File: config.mk
export PLATFORM = sky130hd
export DESIGN_NAME = cpu_if_regs
export DESIGN_NICKNAME = d
export VERILOG_FILES = /design/src/rtl/cpu_if_regs.sv
export SDC_FILE = /design/constraint.sdc
export NUM_CORES = 1
export LEC_CHECK = 0
export BUFFER_PORTS_ARGS = -buffer_cell sky130_fd_sc_hd__buf_2
export CORE_ASPECT_RATIO = 1.2
export CORE_UTILIZATION = 55
export DETAILED_ROUTE_END_ITERATION = 10
export PLACE_DENSITY_LB_ADDON = 0.2
export SLEW_MARGIN = 20
export SYNTH_ARGS = -nofsm -noshare
export SYNTH_HDL_FRONTEND = slang
export SYNTH_SLANG_ARGS = --single-unit
File: constraint.sdc
create_clock -name clk_200 -period 11.5 [get_ports clk_200]
set_clock_uncertainty 0.05 [all_clocks]
set_input_delay 1.725 -clock clk_200 [delete_from_list [all_inputs] [get_ports clk_200]]
set_output_delay 1.725 -clock clk_200 [all_outputs]
set_load 0.005 [all_outputs]
File: src/rtl/cpu_if_regs.sv
// ---------------------------------------------------------------------------
// cpu_if_regs
//   AXI4-Lite slave register bank terminating the PS-to-PL cpu_if master
//   port. Provides a version ID, a scratch register, LED control with a
//   hardware blinker, a free-running uptime counter and a sticky W1C status
//   register. Everything runs on the 200 MHz fabric clock.
//
//   Register map (byte offset, only address bits [7:2] decoded):
//     0x00 VERSION   RO   returns the VERSION parameter
//     0x04 SCRATCH   RW   32-bit, per-byte strobes
//     0x08 LED_CTRL  RW   [2:0] led_sw, [8] blink_en
//     0x0C BLINK_DIV RW   blink half-period in cycles, per-byte strobes
//     0x10 UPTIME    RO   +1 per cycle, wraps
//     0x14 STATUS    W1C  [0] lock_lost, [1] bus_err
//   Offsets above 0x14 answer SLVERR; reads return 0, writes do nothing.
//
// Ports:
//   clk_200, rst_200      fabric clock, asynchronous active-high reset
//   cpu_if_aw* / w* / b*  AXI4-Lite write address, data and response
//   cpu_if_ar* / r*       AXI4-Lite read address and data
//   mmcm_locked           asynchronous lock flag, synchronised internally
//   led_out               registered board LED drive
// ---------------------------------------------------------------------------
module cpu_if_regs #(
    parameter int unsigned ADDR_W        = 32,
    parameter logic [31:0] VERSION       = 32'h0001_0000,
    parameter logic [31:0] BLINK_DIV_RST = 32'd100_000_000
) (
    input  logic              clk_200,
    input  logic              rst_200,

    input  logic [ADDR_W-1:0] cpu_if_awaddr,
    input  logic [2:0]        cpu_if_awprot,
    input  logic              cpu_if_awvalid,
    output logic              cpu_if_awready,
    input  logic [31:0]       cpu_if_wdata,
    input  logic [3:0]        cpu_if_wstrb,
    input  logic              cpu_if_wvalid,
    output logic              cpu_if_wready,
    output logic [1:0]        cpu_if_bresp,
    output logic              cpu_if_bvalid,
    input  logic              cpu_if_bready,

    input  logic [ADDR_W-1:0] cpu_if_araddr,
    input  logic [2:0]        cpu_if_arprot,
    input  logic              cpu_if_arvalid,
    output logic              cpu_if_arready,
    output logic [31:0]       cpu_if_rdata,
    output logic [1:0]        cpu_if_rresp,
    output logic              cpu_if_rvalid,
    input  logic              cpu_if_rready,

    input  logic              mmcm_locked,
    output logic [2:0]        led_out
);

    typedef enum logic [5:0] {
        REG_VERSION   = 6'd0,
        REG_SCRATCH   = 6'd1,
        REG_LED_CTRL  = 6'd2,
        REG_BLINK_DIV = 6'd3,
        REG_UPTIME    = 6'd4,
        REG_STATUS    = 6'd5
    } reg_idx_e;

    localparam logic [1:0] RESP_OKAY   = 2'b00;
    localparam logic [1:0] RESP_SLVERR = 2'b10;

    // Protection bits and undecoded address bits carry no meaning here.
    logic unused_inputs;
    assign unused_inputs = ^{cpu_if_awprot, cpu_if_arprot, cpu_if_awaddr, cpu_if_araddr};

    function automatic logic [31:0] merge_bytes(input logic [31:0] old_v,
                                                input logic [31:0] new_v,
                                                input logic [3:0]  strb);
        logic [31:0] r;
        r = old_v;
        for (int unsigned i = 0; i < 4; i++) begin
            if (strb[i]) r[8*i +: 8] = new_v[8*i +: 8];
        end
        return r;
    endfunction

    // -----------------------------------------------------------------------
    // Init flop: keeps every ready low until the first edge after reset.
    // -----------------------------------------------------------------------
    logic init;

    always_ff @(posedge clk_200 or posedge rst_200) begin
        if (rst_200) init <= 1'b0;
        else         init <= 1'b1;
    end

    // -----------------------------------------------------------------------
    // Write channel
    // -----------------------------------------------------------------------
    logic        aw_held, w_held;
    logic [5:0]  aw_idx_q;
    logic [31:0] w_data_q;
    logic [3:0]  w_strb_q;
    logic        bvalid;
    logic [1:0]  bresp_q;

    logic        aw_hs, w_hs, wr_fire, wr_mapped;
    logic [5:0]  wr_idx;
    logic [31:0] wr_data;
    logic [3:0]  wr_strb;

    assign cpu_if_awready = init & ~aw_held & ~bvalid;
    assign cpu_if_wready  = init & ~w_held  & ~bvalid;
    assign cpu_if_bvalid  = bvalid;
    assign cpu_if_bresp   = bresp_q;

    assign aw_hs = cpu_if_awvalid & cpu_if_awready;
    assign w_hs  = cpu_if_wvalid  & cpu_if_wready;

    // The write commits on the edge where the second half arrives; whichever
    // half was captured earlier is taken from its holding register.
    assign wr_fire   = (aw_held | aw_hs) & (w_held | w_hs);
    assign wr_idx    = aw_held ? aw_idx_q : cpu_if_awaddr[7:2];
    assign wr_data   = w_held  ? w_data_q : cpu_if_wdata;
    assign wr_strb   = w_held  ? w_strb_q : cpu_if_wstrb;
    assign wr_mapped = (wr_idx <= REG_STATUS);

    always_ff @(posedge clk_200 or posedge rst_200) begin
        if (rst_200) begin
            aw_held  <= 1'b0;
            w_held   <= 1'b0;
            aw_idx_q <= '0;
            w_data_q <= '0;
            w_strb_q <= '0;
            bvalid   <= 1'b0;
            bresp_q  <= RESP_OKAY;
        end else begin
            if (aw_hs) aw_idx_q <= cpu_if_awaddr[7:2];
            if (w_hs) begin
                w_data_q <= cpu_if_wdata;
                w_strb_q <= cpu_if_wstrb;
            end

            if (wr_fire) begin
                aw_held <= 1'b0;
                w_held  <= 1'b0;
            end else begin
                if (aw_hs) aw_held <= 1'b1;
                if (w_hs)  w_held  <= 1'b1;
            end

            if (wr_fire) begin
                bvalid  <= 1'b1;
                bresp_q <= wr_mapped ? RESP_OKAY : RESP_SLVERR;
            end else if (cpu_if_bready) begin
                bvalid  <= 1'b0;
            end
        end
    end

    // -----------------------------------------------------------------------
    // Register file
    // -----------------------------------------------------------------------
    logic [31:0] scratch;
    logic [2:0]  led_sw;
    logic        blink_en;
    logic [31:0] blink_div;
    logic [31:0] uptime;
    logic [1:0]  status;

    logic        we_scratch, we_led, we_div, we_status;

    assign we_scratch = wr_fire & (wr_idx == REG_SCRATCH);
    assign we_led     = wr_fire & (wr_idx == REG_LED_CTRL);
    assign we_div     = wr_fire & (wr_idx == REG_BLINK_DIV);
    assign we_status  = wr_fire & (wr_idx == REG_STATUS);

    always_ff @(posedge clk_200 or posedge rst_200) begin
        if (rst_200) begin
            scratch   <= '0;
            led_sw    <= '0;
            blink_en  <= 1'b0;
            blink_div <= BLINK_DIV_RST;
            uptime    <= '0;
        end else begin
            uptime <= uptime + 32'd1;
            if (we_scratch) scratch   <= merge_bytes(scratch, wr_data, wr_strb);
            if (we_div)     blink_div <= merge_bytes(blink_div, wr_data, wr_strb);
            if (we_led) begin
                if (wr_strb[0]) led_sw   <= wr_data[2:0];
                if (wr_strb[1]) blink_en <= wr_data[8];
            end
        end
    end

    // -----------------------------------------------------------------------
    // Lock-loss detection: two-flop synchroniser plus a history flop for the
    // falling edge. Reset state is 0 so the post-reset rise never looks like
    // a loss.
    // -----------------------------------------------------------------------
    logic lock_meta, lock_sync, lock_prev, lock_fall;

    always_ff @(posedge clk_200 or posedge rst_200) begin
        if (rst_200) begin
            lock_meta <= 1'b0;
            lock_sync <= 1'b0;
            lock_prev <= 1'b0;
        end else begin
            lock_meta <= mmcm_locked;
            lock_sync <= lock_meta;
            lock_prev <= lock_sync;
        end
    end

    assign lock_fall = lock_prev & ~lock_sync;

    // -----------------------------------------------------------------------
    // Read channel
    // -----------------------------------------------------------------------
    logic        rvalid;
    logic [31:0] rdata_q;
    logic [1:0]  rresp_q;
    logic        ar_hs;
    logic [5:0]  rd_idx;
    logic [31:0] rd_data;
    logic        rd_err;

    assign cpu_if_arready = init & ~rvalid;
    assign cpu_if_rvalid  = rvalid;
    assign cpu_if_rdata   = rdata_q;
    assign cpu_if_rresp   = rresp_q;

    assign ar_hs  = cpu_if_arvalid & cpu_if_arready;
    assign rd_idx = cpu_if_araddr[7:2];

    always_comb begin
        rd_data = '0;
        rd_err  = 1'b0;
        case (rd_idx)
            REG_VERSION:   rd_data = VERSION;
            REG_SCRATCH:   rd_data = scratch;
            REG_LED_CTRL:  rd_data = {23'b0, blink_en, 5'b0, led_sw};
            REG_BLINK_DIV: rd_data = blink_div;
            REG_UPTIME:    rd_data = uptime;
            REG_STATUS:    rd_data = {30'b0, status};
            default:       rd_err  = 1'b1;
        endcase
    end

    always_ff @(posedge clk_200 or posedge rst_200) begin
        if (rst_200) begin
            rvalid  <= 1'b0;
            rdata_q <= '0;
            rresp_q <= RESP_OKAY;
        end else if (ar_hs) begin
            rvalid  <= 1'b1;
            rdata_q <= rd_data;
            rresp_q <= rd_err ? RESP_SLVERR : RESP_OKAY;
        end else if (cpu_if_rready) begin
            rvalid  <= 1'b0;
        end
    end

    // -----------------------------------------------------------------------
    // STATUS: sticky, write-one-to-clear, a set in the same cycle wins.
    // -----------------------------------------------------------------------
    logic [1:0] status_set, status_clr;

    assign status_set = {(wr_fire & ~wr_mapped) | (ar_hs & rd_err), lock_fall};
    assign status_clr = (we_status & wr_strb[0]) ? wr_data[1:0] : 2'b00;

    always_ff @(posedge clk_200 or posedge rst_200) begin
        if (rst_200) status <= '0;
        else         status <= (status & ~status_clr) | status_set;
    end

    // -----------------------------------------------------------------------
    // Blinker. The >= compare lets a BLINK_DIV write below the running count
    // take effect on the very next cycle; a divider of 0 behaves like 1.
    // -----------------------------------------------------------------------
    logic [31:0] blink_cnt;
    logic        blink_phase;
    logic [31:0] blink_lim;

    assign blink_lim = (blink_div == 32'd0) ? 32'd0 : blink_div - 32'd1;

    always_ff @(posedge clk_200 or posedge rst_200) begin
        if (rst_200) begin
            blink_cnt   <= '0;
            blink_phase <= 1'b0;
        end else if (!blink_en) begin
            blink_cnt   <= '0;
            blink_phase <= 1'b0;
        end else if (blink_cnt >= blink_lim) begin
            blink_cnt   <= '0;
            blink_phase <= ~blink_phase;
        end else begin
            blink_cnt   <= blink_cnt + 32'd1;
        end
    end

    always_ff @(posedge clk_200 or posedge rst_200) begin
        if (rst_200)       led_out <= '0;
        else if (blink_en) led_out <= led_sw & {3{blink_phase}};
        else               led_out <= led_sw;
    end

endmodule

==> results of run 1 <==
## flip-flops by register name, indices dropped and copies added, names as in the netlist
signal         cells
cpu_if_rdata      32
aw_idx_q           6
led_out            3
lock_prev          1
led_sw             3
w_held             1
scratch           32
blink_phase        1
lock_sync          1
w_strb_q           4
init               1
w_data_q          32
status             2
cpu_if_bvalid      1
uptime            32
blink_en           1
cpu_if_rresp       1
blink_cnt         32
cpu_if_rvalid      1
blink_div         32
aw_held            1
lock_meta          1
cpu_if_bresp       1
## layout by cell type, fill, tap and decap left out, types with 3 or more instances in the layout
master and n:
mux2_2 145, nand4_1 10, bufinv_16 5, or4_1 3, conb_1 3, ha_1 36
inv_1 17, clkbuf_16 25, a21oi_1 48, buf_2 97, a22o_1 30, o21ai_1 3
dfstp_2 12, nand2_1 126, and2_1 5, nor4_1 9, dfrtp_1 209, nand3_1 30
nor3_1 11, xor2_1 50, o21ai_0 42, clkbuf_8 6, and4_1 7, and3_1 19
mux2i_1 6, or3_1 4, nor2_1 73, buf_4 9, xnor2_1 33, nand2b_1 5
a221oi_1 3
## how the worst max path moves through the flow
stage | endpoint | start | cells past startpoint | slack [ns]
global route | blink_phase | blink_div[25] | 13 | 6.57
detailed placement | blink_phase | blink_div[25] | 12 | 6.91
floorplan | aw_held | rst_200 | 1 | 3.67
CTS | blink_phase | blink_div[25] | 12 | 6.88
global placement | blink_phase | blink_div[25] | 12 | 6.93
finish | blink_phase | blink_div[25] | 12 | 6.84
## area by class of cell
class | count | area, um^2
tap | 261 | 326.6
sequential | 222 | 5572
inverter | 18 | 75.07
clock inverter | 8 | 172.7
clock buffer | 33 | 715.7
timing repair buffer | 106 | 553.0
multi-input combinational | 746 | 5391
fill | 1604 | 6953
## worst max-delay path: stages, from the launching register on
cell and delay [ns]:
dfrtp_1 0.45, or4_4 0.57, nor4_1 0.48, and3_1 0.30, nand3_2 0.50, nand2_1 0.21, ha_1 0.18, and4_1 0.27
o211ai_1 0.12, or4_1 0.41, nand3_1 0.13, a31o_2 0.65, mux2i_1 0.25
## metal layers
layer / share of wire [%] / up-vias / routed length [um]
met2: 49 / 142 / 11990
li1: - / 3793 / -
met3: 3.9 / 40 / 964
met1: 45 / 3919 / 11160
met5: 0 / - / 0
met4: 1.9 / 0 / 461
## power by group
group | switching [mW] | total, mW | internal (mW)
sequential | 0.122 | 1.04 | 0.919
combinational | 0.225 | 0.485 | 0.259
clock | 0.314 | 0.859 | 0.545
total | 0.662 | 2.38 | 1.72
## logic make-up after synthesis
family | synth area share (%)
AOI/OAI and AO/OA | 8.196
xor gates and xnor gates | 6.505
adders and majority gates | 4.031
buffers and inverters | 2.049
DFF | 49.85
muxes | 15.15
other | 0.06721
and+or+nand+nor | 14.15
## stage by stage
stage	power [mW]	hold WS, ns
finish	2.385	0.3155
global route	2.496	0.3328
CTS	2.407	0.3162
detailed placement	1.541	0.3029
global placement	1.518	0.2835
floorplan	1.396	0.2812
==> results.txt, run 1 <==
- Derived from the worst setup path, the maximum achievable clock frequency is 0.2144 GHz.
- Along the worst path, the maximum fanout reaches 33.
- Summed over all failing endpoints, the final setup total negative slack is 0 ns.
* Growth of design area from synthesis to finish: 14.60%
- Nets@finish: 1268
* Cell area after placement: 0.01192 mm^2
* Post-CTS Hold Fix Bufs: 0
- Clock-pin slew was measured on the worst setup and hold paths at 0.06 ns.
* Total number of clock tree sinks: 222
- After synthesis, the mean cell area works out to 10.92 um^2.
- Counting flops and latches in the post-synthesis netlist gives 222.
- Period Utilization, post-route: 40.56%
- In this run the critical register-to-register path is captured at blink_phase.
- GR met3 Demand/Resource: 3.170%
- DR pass1 iterations: 4
* Total half-perimeter wirelength after legalization and detailed placement: 17180 um
- After detailed routing, the total wire length is 24580 um.
- Global routing used 24.46% of the available tracks.
- Measured along the y axis, the die boundary spans 158.1 um.
* Drt first-iter violations: 419
* Type of origin of the critical path: flop
- Number of synthesized flops with an enable pin: 0
- Setup repair after global routing left no endpoint under its margin.
* Max IR drop VDD: 156.6 uV
- Count of port buffers added during placement: 97
- CTS built an H-tree with a depth of 1.
- Die W: 132.1 um
- The congestion estimate from routability-driven global placement came to 0.8512.
- The floorplan step defined a die boundary enclosing 0.02089 mm^2.
- The floorplan has 56 rows.
- R2r setup slk: 6.84 ns
- The repair_antennas step left the layout with diodes totalling 0.
- The worst setup path is of the flop to flop kind.
* Slew Limit Fails: 0
* Netlist area before placement: 0.01117 mm^2
- Dividing the detail-routed wire length by the instance count gives 17.63 um.
- 158 I/O pins were placed.
- Leading cell type by number of instances after synthesis: dfrtp_1
- Depth of the most critical reg-to-reg path: 12
- Clock latency on the worst-skew pair, taken at its later pin, is 0.52 ns.
- The cell sitting at the root of the clock tree is a clkbuf_16.
- Share of the synthesized area in the top cell type: 47.03%
* Filler-free cell count of the finished design: 1394
* Starting density of the core: 56.55%
* TritonCTS clock tree: yes
- Final design utilization: 64.81%
- In this run the post-CTS setup repair buffer count came out at 0.
* Data arrival time of the worst path: 5.05 ns
- Post-cts sizing count: 0
- Power per cell area: 186.2 mW/mm^2
- The share of the Yosys chip area taken by registers is 49.85%.
- Placed Cells incl. Taps: 1353
- Critical path capture point type: flop
- The via count of the first global-routing pass was 7898.
- For this design the static power due to leakage is 6.087 nW.
- Max-cap violations in this run came to 0.
- The worst path meets setup with 6.836 ns of slack.
* Initial antenna violation count: 0
- Post-synth top area cell: dfrtp_1
* Hold path start: lock_meta
- Of the cells placed in the final design, the portion with a size suffix greater than 1 is 28.33%.
- The worst register-to-register path begins at blink_div[25].
* Final hold violations: 0
- Area contributors post-synth: dfrtp_1, mux2_2, nand2_1, ha_1, xor2_1
- Required time of the worst setup path: 11.89 ns
- The path with the worst hold slack has its endpoint at lock_sync.
- Yosys warnings: 0
* Number of distinct library cell variants in the gate-level netlist after synthesis: 61
* Class of the worst hold path: flop to flop
- Post-layout instance area: 0.01281 mm^2
- Once detail routing completed, the nets flagged for antenna violations numbered 0.
- At the pin with the least slew margin, the transition time is 1.023 ns.
- First-pass GRT wire length: 40500 um
* Clk buf depth: 3
- Setup WS pre-CTS: 6.912 ns
- Final critical delay including setup and external delays: 4.664 ns
* Core Footprint: 0.01976 mm^2
- The commonest cells after synthesis are dfrtp_1, mux2_2, nand2_1.
* Most frequently used flop master after synthesis: dfrtp_1
- Total CTS buffers: 24
* GRT met1 Usage: 32.66%
* Fraction of synthesis flops using an asynchronous set or reset pin: 100.0%
- In the routed design, unresolved DRC markers number 0.
- Worst Hold Path Cells: 0
* Per-cell via count in the routed design: 5.663
- In this run the most used layer during global routing was met2.
- Pin count of the biggest net entering global routing: 81
* Final setup vio count: 0
- Congestion Overflow GR: 0
- Global routing consumed, on the met2 layer, 42.20% of the routing resources.
* Outcome: finished clean
* Number of standard cells after synthesis: 1023
- The worst pin sits at a relative slew slack of 31.82%.
- Across all layers, the routed design uses 7894 vias.
Power figures use the tool's default switching activity.
==> inputs of run 2 (changes only) <==
==> constraint.sdc (replaced) <==
create_clock -name clk_200 -period 4.8 [get_ports clk_200]
set_clock_uncertainty 0.05 [all_clocks]
set_input_delay 0.72 -clock clk_200 [delete_from_list [all_inputs] [get_ports clk_200]]
set_output_delay 0.72 -clock clk_200 [all_outputs]
set_load 0.005 [all_outputs]
==> results.txt, run 2 (synthesized netlist as in run 1, its figures left out) <==
- Number of maximum-capacitance violations: 0 (unchanged)
- The number of hold-repair buffers added at the cts stage is 0 (unchanged).
- Post-detailed-routing wire length: 24790 um (was 24580 um)
* Start-to-end type of the worst setup path: flop to flop (unchanged)
* Period Utilization, post-route: 86.14% (was 40.56%)
- The launch point of the critical path is blink_div[11] (was blink_div[25]).
- The post-layout instance count excluding filler cells came to 1402 (was 1394).
- The first-pass GRT wire length is 40470 um (was 40500 um).
- The number of antenna violations at the first check in global routing is 0 (unchanged).
- The post-CTS resize count was 0 (unchanged).
- Nets@finish: 1274 (was 1268)
- The overall global routing resource usage is 24.48% (was 24.46%).
- Sum of negative setup slack: 0 ns (unchanged)
- Outcome: finished clean (unchanged).
* Vias after detailed routing: 7913 (was 7894)
- Die W: 132.1 um (unchanged)
- Type of origin of the critical path: flop (unchanged)
* Number of remaining DRC errors: 0 (unchanged)
- The count of input and output buffers came to 97 (unchanged).
- DR pass1 iterations: 4 (unchanged)
- The HPWL after detailed placement came to 17660 um (was 17180 um).
* Final setup margin: 0.6652 ns (was 6.836 ns)
- Commonest non-fill, non-tap cells in the layout: dfrtp_1, mux2_2, nand2_1 (unchanged).
- Most common cell after layout, fill and taps aside: dfrtp_1 (unchanged)
- The final weighted congestion of routability-driven global placement was 0.8353 (was 0.8512).
* Standby leakage power: 6.091 nW (was 6.087 nW)
* Latest clock arrival within the worst-skew pair: 0.52 ns (about the same)
* Internal power component: 4.012 mW (was 1.723 mW)
- The final critical delay including setup and external delays was 4.135 ns (was 4.664 ns).
- The count of standard-cell rows is 56 (unchanged).
* Switching power share of the total: 28.03% (was 27.74%)
* Critical path capture point type: flop (unchanged)
* Library cell used as clock root buffer: clkbuf_16 (unchanged)
- The overall die area is 0.02089 mm^2 (unchanged).
* Total CTS buffers: 24 (unchanged)
* Post-layout instance area: 0.01283 mm^2 (was 0.01281 mm^2)
- Chip height: 158.1 um (unchanged)
- The total grt overflow was 0 (unchanged).
- Post-CTS setup repair buffer count: 0 (unchanged)
* Worst-path maximum fanout: 17 (was 33)
- The classification of the worst-slack hold path is primary input to asynchronous set/reset pin (was flop to flop).
* Max IR drop VDD: 285.9 uV (was 156.6 uV)
- The starting DRC count in detailed routing was 356 (was 419).
* Tightest slew margin relative to the limit: 24.15% (was 31.82%)
* TritonCTS clock tree: yes (unchanged)
- The count of nets left with antenna violations after detail routing is 0 (unchanged).
* Portion of total power attributed to combinational logic: 20.9% (was 20.3%)
- Pin count of the biggest net entering global routing: 72 (was 81)
- Placed Cells incl. Taps: 1358 (was 1353)
* Relative contribution of sequential cells to total power: 44.9% (was 43.6%)
- The number of top-level pins is 158 (unchanged).
* Highest attainable clock frequency: 0.2418 GHz (was 0.2144 GHz)
- The met1 track demand over resource in global routing is 32.29% (was 32.66%).
* Cell area after placement: 0.01198 mm^2 (was 0.01192 mm^2)
* Clock group share of total power: 34.3% (was 36.0%)
- The count of H-tree levels built during CTS came to 1 (unchanged).
- Antenna cell count: 0 (unchanged)
* Met2 capacity usage during global routing: 42.71% (was 42.20%)
- The met3 demand-to-capacity share in global routing is 3.458% (was 3.170%).
* Fraction of layout cells with a size suffix above 1: 28.57% (was 28.33%)
- The power consumption was 5.574 mW (was 2.385 mW).
* Clk buf depth: 3 (unchanged)
- Unrepaired setup endpoints after global routing: no (unchanged)
- Total number of clock tree sinks: 222 (unchanged)
- Final hold violations: 0 (unchanged)
- Wire length per cell after detailed routing: 17.68 um (was 17.63 um)
- Setup WS pre-CTS: 0.6696 ns (was 6.912 ns)
- The worst hold slack across all endpoints came to 0.1285 ns (was 0.3155 ns).
- Core Footprint: 0.01976 mm^2 (unchanged)
- The growth of design area from synthesis to finish came to 14.80% (was 14.60%).
- Worst reg2reg startpoint: blink_div[11] (was blink_div[25])
- The switching component of the power came to 1.563 mW (was 0.6616 mW).
- The starting density of the core was 56.55% (unchanged).
* Data arrival time of the worst path: 4.48 ns (was 5.05 ns)
* Transition at the pin with the smallest max-transition slack: 1.127 ns (was 1.023 ns)
- The post-CTS clock slew at the launch and capture registers of the worst setup and hold paths was 0.06 ns (about the same).
- Required time of the worst setup path: 5.14 ns (was 11.89 ns)
- The mean number of vias per cell was 5.644 (was 5.663).
- Busiest layer in global routing: met2 (unchanged)
* Power per cell area: 434.5 mW/mm^2 (was 186.2 mW/mm^2)
- Slew Limit Fails: 0 (unchanged)
* Final design utilization: 64.93% (was 64.81%)
- Number of global-route vias before repair: 7953 (was 7898)
- Final setup vio count: 0 (unchanged)
[run 2: worst paths after layout]
path	endpoint	slack (ns)	cells after the start
worst max-delay path	blink_cnt[9]	0.67	14
worst min-delay path	scratch[26]	0.13	2
worst max register to register	blink_cnt[9]	0.67	14
worst min register to register	lock_sync	0.30	0
max in group asynchronous	blink_div[13]	3.60	4
min in group clk_200	lock_meta	0.26	1
[run 2: metal layers]
layer	share of wire, %	vias up	routed length, um
li1	-	3807	-
met1	45	3949	11210
met2	49	119	12230
met3	3.8	38	932
met4	1.7	0	419
met5	0	-	0
[run 2: area by class of cell]
| type | instances | area (um^2) |
|---|---|---|
| Clock buffer | 38 | 754.5 |
| Timing Repair Buffer | 112 | 635.6 |
| Sequential cell | 222 | 5572 |
| Multi-Input combinational cell | 746 | 5391 |
| Inverter | 18 | 71.32 |
| Clock inverter | 5 | 77.57 |
| Fill cell | 1605 | 6930 |
| Tap cell | 261 | 326.6 |
[run 2: power groups by stage]
| stage | logic [mW] | registers [mW] | clock network (mW) |
|---|---|---|---|
| 2_1_floorplan | 0.970 | 2.38 | 0 |
| 3_3_place_gp | 1.14 | 2.51 | 0 |
| 6_report | 1.16 | 2.50 | 1.91 |
| 4_1_cts | 1.18 | 2.50 | 1.94 |
| 3_5_place_dp | 1.17 | 2.53 | 0 |
| 5_1_grt | 1.29 | 2.55 | 2.02 |
[run 2: critical path: stages, from the launching register on]
cell      delay [ns]
dfrtp_1         0.45
or4_4           0.60
nor4_4          0.50
nand3_2         0.24
nor4_2          0.24
nand2_1         0.09
mux2_2          0.27
ha_1            0.31
nand4_1         0.11
nor4_1          0.32
a211oi_1        0.13
o21ai_0         0.10
a31o_2          0.25
buf_4           0.26
nor2_1          0.08
